[src/rtl/bgp_trim_sar_ctrl.sv]
// bgp_trim_sar_ctrl: successive-approximation auto-trim of the 5-bit bandgap trim word,
// with comparator majority voting and a manual pass-through mode.
module bgp_trim_sar_ctrl #(
    parameter int         SETTLE_CYCLES = 4,
    parameter int         COMP_SAMPLES  = 3,
    parameter logic [4:0] RESET_CODE    = 5'd0
) (
    input  logic       i_clk,
    input  logic       i_rst,
    input  logic       i_start,
    input  logic       i_abort,
    input  logic       i_manual_en,
    input  logic [4:0] i_manual_code,
    input  logic       i_comp_in,
    output logic [4:0] o_trim_code,
    output logic       o_busy,
    output logic       o_done,
    output logic [4:0] o_result,
    output logic       o_sat_lo,
    output logic       o_sat_hi
);
    localparam int CNT_MAX = (SETTLE_CYCLES > COMP_SAMPLES) ? SETTLE_CYCLES : COMP_SAMPLES;
    localparam int CW      = (CNT_MAX > 1) ? $clog2(CNT_MAX) : 1;
    localparam int VW      = $clog2(COMP_SAMPLES + 1);

    typedef enum logic [2:0] {IDLE, SETTLE, SAMPLE, DECIDE, DONE} state_t;

    state_t          r_state, w_state_nxt;
    logic [4:0]      r_code, w_code_nxt;
    logic [2:0]      r_idx, w_idx_nxt;
    logic [CW-1:0]   r_cnt, w_cnt_nxt;
    logic [VW-1:0]   r_vote, w_vote_nxt;
    logic [4:0]      r_result, w_result_nxt;
    logic            r_sat_lo, w_sat_lo_nxt;
    logic            r_sat_hi, w_sat_hi_nxt;
    logic [4:0]      r_trim, w_trim_nxt;

    always_comb begin
        w_state_nxt  = r_state;
        w_code_nxt   = r_code;
        w_idx_nxt    = r_idx;
        w_cnt_nxt    = r_cnt;
        w_vote_nxt   = r_vote;
        w_result_nxt = r_result;
        w_sat_lo_nxt = r_sat_lo;
        w_sat_hi_nxt = r_sat_hi;
        case (r_state)
            IDLE: begin
                if (i_start && !i_manual_en) begin
                    w_state_nxt = SETTLE;
                    w_code_nxt  = 5'b10000;
                    w_idx_nxt   = 3'd4;
                    w_cnt_nxt   = '0;
                    w_vote_nxt  = '0;
                end
            end
            SETTLE: begin
                w_state_nxt = (r_cnt == CW'(SETTLE_CYCLES - 1)) ? SAMPLE : SETTLE;
                w_cnt_nxt   = (r_cnt == CW'(SETTLE_CYCLES - 1)) ? '0 : r_cnt + 1'b1;
            end
            SAMPLE: begin
                w_vote_nxt  = r_vote + i_comp_in;
                w_state_nxt = (r_cnt == CW'(COMP_SAMPLES - 1)) ? DECIDE : SAMPLE;
                w_cnt_nxt   = (r_cnt == CW'(COMP_SAMPLES - 1)) ? '0 : r_cnt + 1'b1;
            end
            DECIDE: begin
                // comparator high means VREF above target: the trial bit is too much
                if (r_vote > VW'(COMP_SAMPLES / 2))
                    w_code_nxt[r_idx] = 1'b0;
                if (r_idx == 3'd0) begin
                    w_state_nxt = DONE;
                end else begin
                    w_code_nxt[r_idx - 3'd1] = 1'b1;
                    w_idx_nxt   = r_idx - 3'd1;
                    w_vote_nxt  = '0;
                    w_cnt_nxt   = '0;
                    w_state_nxt = SETTLE;
                end
            end
            DONE: begin
                w_result_nxt = r_code;
                w_sat_lo_nxt = (r_code == 5'd0);
                w_sat_hi_nxt = (r_code == 5'd31);
                w_state_nxt  = IDLE;
            end
            default: w_state_nxt = IDLE;
        endcase
        if (i_abort) begin
            w_state_nxt  = IDLE;
            w_result_nxt = r_result;
            w_sat_lo_nxt = r_sat_lo;
            w_sat_hi_nxt = r_sat_hi;
        end
        // outside a trim the pins show either the manual word or the last committed result
        w_trim_nxt = (w_state_nxt != IDLE) ? w_code_nxt :
                     (r_state == IDLE && i_manual_en) ? i_manual_code : w_result_nxt;
    end

    always_ff @(posedge i_clk) begin
        if (i_rst) begin
            r_state  <= IDLE;
            r_code   <= RESET_CODE;
            r_idx    <= '0;
            r_cnt    <= '0;
            r_vote   <= '0;
            r_result <= RESET_CODE;
            r_sat_lo <= 1'b0;
            r_sat_hi <= 1'b0;
            r_trim   <= RESET_CODE;
        end else begin
            r_state  <= w_state_nxt;
            r_code   <= w_code_nxt;
            r_idx    <= w_idx_nxt;
            r_cnt    <= w_cnt_nxt;
            r_vote   <= w_vote_nxt;
            r_result <= w_result_nxt;
            r_sat_lo <= w_sat_lo_nxt;
            r_sat_hi <= w_sat_hi_nxt;
            r_trim   <= w_trim_nxt;
        end
    end

    assign o_trim_code = r_trim;
    assign o_busy      = (r_state != IDLE);
    assign o_done      = (r_state == DONE);
    assign o_result    = r_result;
    assign o_sat_lo    = r_sat_lo;
    assign o_sat_hi    = r_sat_hi;
endmodule

[config.mk]
export PLATFORM = sky130hd
export DESIGN_NAME = bgp_trim_sar_ctrl
export DESIGN_NICKNAME = d
export VERILOG_FILES = /design/src/rtl/bgp_trim_sar_ctrl.sv
export SDC_FILE = /design/constraint.sdc
export NUM_CORES = 1
export LEC_CHECK = 0
export ABC_AREA = 1
export CAP_MARGIN = 40
export CELL_PAD_IN_SITES_DETAIL_PLACEMENT = 0
export CELL_PAD_IN_SITES_GLOBAL_PLACEMENT = 1
export CORE_ASPECT_RATIO = 0.75
export CORE_MARGIN = 4
export CORE_UTILIZATION = 45
export CTS_BUF_LIST = sky130_fd_sc_hd__clkbuf_8
export DETAILED_ROUTE_END_ITERATION = 8
export DONT_BUFFER_PORTS = 1
export GPL_TIMING_DRIVEN = 0
export PLACE_DENSITY = 0.84
export SLEW_MARGIN = 20
export SYNTH_ARGS = -nofsm -noshare
export SYNTH_HDL_FRONTEND = slang
export SYNTH_SLANG_ARGS = --single-unit
[constraint.sdc]
create_clock -name i_clk -period 1.7 [get_ports i_clk]
set_input_delay 0.17 -clock i_clk [delete_from_list [all_inputs] [get_ports i_clk]]
set_output_delay 0.17 -clock i_clk [all_outputs]
set_load 0.05 [all_outputs]
# ---- After elaboration in Yosys (flattened, before gate mapping)
# Index checks and enable logic that the tools add are counted.
# W data, S select, Z words.
dict set report word_totals {
  reg_bits 27
  latch_bits 0
  mem_bits_rw 0
  mem_bits_ro 0
  input_bits 11
  output_inout_bits 14
  elab_cells 75
  memories 0
}
dict set report classes {
  n_addsub 3
  mul 0
  div 0
  magnitude_cmp 5
  n_eq_ne 9
  n_shift 0
  n_mux 28
  bitwise 4
  reduce_logical 17
}
# op count
set ops {}
lappend ops {{$mux W5} 8}
lappend ops {{$mux W3} 5}
lappend ops {{$pmux W3 S4} 1}
lappend ops {{$mux W2} 5}
lappend ops {{$pmux W5 S2} 1}
lappend ops {{$reduce_and A3 Y1} 3}
lappend ops {{$reduce_bool A3 Y1} 3}
lappend ops {{$lt A3 B4 Y1 const B} 2}
lappend ops {{$pmux W2 S4} 1}
lappend ops {{$demux W1 S3} 2}
lappend ops {{$eq A3 B2 Y1 const B} 2}
lappend ops {{$ge A3 B1 Y1 const B} 2}
lappend ops {{$logic_not A3 Y1} 2}
lappend ops {{$pmux W2 S3} 1}
lappend ops {{$pmux W3 S2} 1}
lappend ops {{$and A5 B5 Y5} 1}
lappend ops {{$eq A5 B5 Y1 const B} 1}
lappend ops {{$logic_not A5 Y1} 1}
lappend ops {{$not A5 Y5} 1}
lappend ops {{$or A5 B5 Y5} 1}
lappend ops {{$eq A2 B2 Y1 const B} 2}
lappend ops {{$logic_and A1 B1 Y1} 4}
lappend ops {{$ne A2 B2 Y1 const B} 2}
lappend ops {{$reduce_bool A4 Y1} 1}
lappend ops {{other kinds (11)} 13}

# ---- Longest topological paths before layout
dict set report depth {
  ltp_word 12
  depth_mapped 12
  ltp_nobuf 12
}

# ---- Worst setup path after synthesis
# No wires, ideal clock.
dict set report synth_path {
  path_type {flip-flop to flip-flop}
  startpoint {register r_state[0]}
  endpoint {register r_trim[3] (netlist: o_trim_code[3])}
  setup_time_ns 0.113
  arrival_ns 1.486
  required_time_ns 1.587
  setup_slack_ns 0.101
  path_stages_with_launch 12
  n_path_buf 1
  period_less_slack_ns 1.599
  cell_sequence {dfxtp_1 > buf_4 > nor2_4 > nand2_1 > inv_1 > nand2_2 > nand2_1 > nand2_1 > nand2_1 > nand2_1 > nor2_1 > nor2_1}
}
dict set report synth_between {
  elab_chain_len 5
  elab_cells_between_ends 15
  cone_classes {4 x eq/ne; 8 x mux; 3 x reduce/logical}
}
# item line_no
set synth_rtl {}
lappend synth_rtl {{from (decl)} 28} ;# state_t r_state, w_state_nxt;
lappend synth_rtl {{from (signal assigned)} 111} ;# r_state <= w_state_nxt;
lappend synth_rtl {{$eq A3 B3 Y1} n/a}
lappend synth_rtl {{net o_done} 17} ;# output logic o_done,
lappend synth_rtl {{$mux W5} 47} ;# case (r_state)
lappend synth_rtl {{$mux W5} 88} ;# if (i_abort) begin
lappend synth_rtl {{$mux W5} 96} ;# (r_state == IDLE && i_manual_en) ? i_manual_code : w_result_nxt;
lappend synth_rtl {{$mux W5} 95} ;# w_trim_nxt = (w_state_nxt != IDLE) ? w_code_nxt :
lappend synth_rtl {{to (signal assigned)} 119} ;# r_trim <= w_trim_nxt;
lappend synth_rtl {{to (decl)} 36} ;# logic [4:0] r_trim, w_trim_nxt;
# The timed path passes the listed nets, and every way through them passes these cells.
# A chain may end at the register's enable or synchronous reset.

# ---- Final worst setup path
dict set report layout_path {
  startpoint {register r_state[2]}
  endpoint {register r_cnt[0]}
}
dict set report layout_between {
  elab_chain_len 3
  elab_cells_between_ends 9
  cone_classes {5 x eq/ne; 1 x mux; 3 x reduce/logical}
}
# item line_no
set layout_rtl {}
lappend layout_rtl {{$eq A3 B2 Y1, or another cell as far along} 47}
lappend layout_rtl {{$reduce_bool A4 Y1 (no line) or $ne A2 B2 Y1 (tied branches)} n/a}
lappend layout_rtl {{$reduce_and A3 Y1 (no line)} n/a}
lappend layout_rtl {{to (signal assigned)} 114} ;# r_cnt <= w_cnt_nxt;
lappend layout_rtl {{to (decl)} 31} ;# logic [CW-1:0] r_cnt, w_cnt_nxt;
# Parallel ways exist; a longest one is shown, timed or not.

==> results_dict.tcl <==
set metrics [dict create \
    hold_violations 0 \
    maxCapViolations 0 \
    vias 1372 \
    cp_data_required_time_ns 1.90 \
    grt-ovfl-total 0 \
    drtAntennaViolNets 0 \
    swShare 0.2654 \
    numCtsBuffers 3 \
    comb_power_share 0.092 \
    p_clk_frac 0.315 \
    fmax_mhz 631.0 \
    synth_edf_count 0 \
    first_global_vias 1268 \
    grt_max_degree 16 \
    final_nets 254 \
    synthArstFlopShare 0 \
    leakagePower_nw 0.7139 \
    cts_buffer_depth 2 \
    fin_skew_ns 0.003856 \
    slew_violations 0 \
    cpMaxStageDelayCell "dfxtp_1" \
    h-tree-depth 1 \
    firstDrtPassIters 4 \
    finalWorstSetupSlack_ns 0.1152 \
    synth_top_cell_area_share 0.3718 \
    area_growth_syn_to_layout_pct 11.96 \
    die_y_microns 57.23 \
    ir_worst_vdd_v 0.0003765 \
    grtUsageTotal 0.1638 \
    layout_min_cycle_time_ns 1.585 \
    drcViolationCount 0 \
    ioPinCount 25 \
    core_sq_um 3020 \
    start_util 0.4814 \
    gp_congestion 0.8776 \
    wl_microns 3238 \
    syn_inst 226 \
    dp_slack_ns -0.05236 \
    antenna_found_initial 0 \
    path_clk_slew_ns 0.09 \
    status "finished, final reports clean" \
    via_per_inst 5.026 \
    synthTopCellsByCount "nand2_1 (75), nor2_1 (36), inv_1 (31), dfxtp_1 (27), a21oi_1 (12)" \
    avgSynthCellArea_sq_um 6.433 \
    synth_cell_types 22 \
    dp_hpwl_microns 2525 \
    io_buffer_count 0 \
    path_class "reg2reg" \
    synth_seq_cells 27 \
    grt_pass1_wl_microns 5506 \
    syn-cell-area_sq_um 1454 \
    syn-num-nets 244 \
    cts_tree "done" \
    whs_ns 0.1093 \
    crit_path_start_kind "flip-flop" \
    switchingPower_w 0.0003056 \
    cts_root_buf "clkbuf_8" \
    rsz0062_at_grt "false" \
    yosys_warnings 0 \
    drt_iter0_drc 99 \
    worstHoldPathType "in2reg" \
    netlist_top_cells_area "dfxtp_1 (37%), nand2_1 (19%), nor2_1 (9.3%), inv_1 (8.0%), ha_1 (6.0%)" \
    finalSetupViolations 0 \
    placementRows 17 \
    fp.dieArea_sq_um 4214 \
    synth_top_area_cell "dfxtp_1" \
    final.period_utilization 0.9323 \
    cp-end-kind "flip-flop" \
    critPathArrivalTime_ns 1.79 \
    power_frac_seq 0.593 \
    crit_path_max_incr_delay_ns 0.40 \
    finalSetupTns_ns 0 \
    crit_fanout 5 \
    die_x_microns 73.64 \
    ys.flop_type "dfxtp_1" \
    p_int_w 0.0008459 \
    wl_per_cell_microns 11.86 \
    clk_latency_ns 0.27 \
    antenna_cells 0 \
    power.density_nw_per_um2 707.4 \
    seq_area_frac_synth 0.3718 \
    cts.sinks 27 \
    slew-limit-headroom 0.6473 \
    r2r_slack_ns 0.12 \
    tightest_slew_ns 0.5290 \
    path_cells "nor2_1 -> nand2_2 -> o211ai_1 -> nand2_1 -> a31oi_1" \
    drive_above_1_share 0.1021 \
    synth_most_common_cell "nand2_1" \
]
worst paths after layout:
kind / startpoint / end / cells after the start
min: i_abort / o_sat_hi / 3
max reg2reg: r_state[2] / r_cnt[0] / 5
max: r_state[2] / r_cnt[0] / 5
min reg2reg: r_vote[0] / r_vote[0] / 2
layout make-up:
cell class                      count  area (sq um)
Inverter                           32         123.9
Timing Repair Buffer                5         42.54
Clock buffer                        3         41.29
Buffer                              3         18.77
Clock inverter                      1         5.005
Multi-Input combinational cell    164         804.5
Sequential cell                    27         544.3
Tap cell                           38         47.55
Fill cell                         310          1393
what timing repair did:
action	in CTS	in global routing
setup buffers	0	3
endpoints found under the setup margin	6	5
pin swaps	0	3
endpoints found under the hold margin	2	0
gates resized for setup	3	9
hold buffers	2	0
worst max-delay path: cells and delay by family, from the launching register on:
kind	cells	cell delay (ns)
AOI/OAI and AO/OA	2	0.40
DFF	1	0.40
and+or+nand+nor	3	0.71
cell usage in the layout (no fill, tap or decap), types with 3 or more instances in the layout:
cell type / n
a21oi_1: 11
buf_4: 3
clkbuf_8: 3
dfxtp_1: 24
dfxtp_2: 3
ha_1: 7
inv_1: 30
nand2_1: 73
nand2_4: 3
nand3_1: 10
nand4_1: 3
nor2_1: 35
nor2_4: 3
o21ai_0: 5
sequential cells by signal (all words and copies together), names as in the netlist:
register / count
o_trim_code: 5
r_idx: 3
r_code: 5
o_sat_lo: 1
o_sat_hi: 1
o_result: 5
r_cnt: 2
r_vote: 2
r_state: 3
kinds of logic (layout without fill, tap and decap cells):
| family | after synthesis | count (layout) | synth area share |
|---|---|---|---|
| buffers and inverters | 35 | 44 | 0.09294 |
| adder cells (fa/ha/maj) | 7 | 7 | 0.06024 |
| flip-flops | 27 | 27 | 0.3718 |
| AO/OA/AOI/OAI | 24 | 24 | 0.09380 |
| AND/OR/NAND/NOR | 133 | 133 | 0.3812 |
power groups by stage:
| stage | Clock, W | Sequential, W | Combinational, W |
|---|---|---|---|
| after floorplan | 0 | 0.000695 | 0.0000753 |
| after global placement | 0 | 0.000698 | 0.0000944 |
| after detailed placement | 0 | 0.000698 | 0.0000955 |
| after CTS | 0.000376 | 0.000683 | 0.0000998 |
| after global routing | 0.000405 | 0.000685 | 0.000122 |
| final | 0.000362 | 0.000683 | 0.000106 |
through the flow:
stage           power, W  instances  area [sq um]    util
3_3_place_gp   0.0007926        264          1501  0.4971
5_1_grt         0.001213        273          1628  0.5389
2_1_floorplan  0.0007707        226          1454       -
3_5_place_dp   0.0007933        264          1501  0.4971
6_report        0.001151        273          1628  0.5389
4_1_cts         0.001159        270          1575  0.5215
per-layer routing:
layer,routed length [microns],up-vias,track usage
met4,12,0,0.03101
met5,0,-,0
met2,1392,31,0.2513
met3,228,2,0.04930
li1,-,717,-
met1,1605,622,0.2284
(Power assumes the default switching activity.)
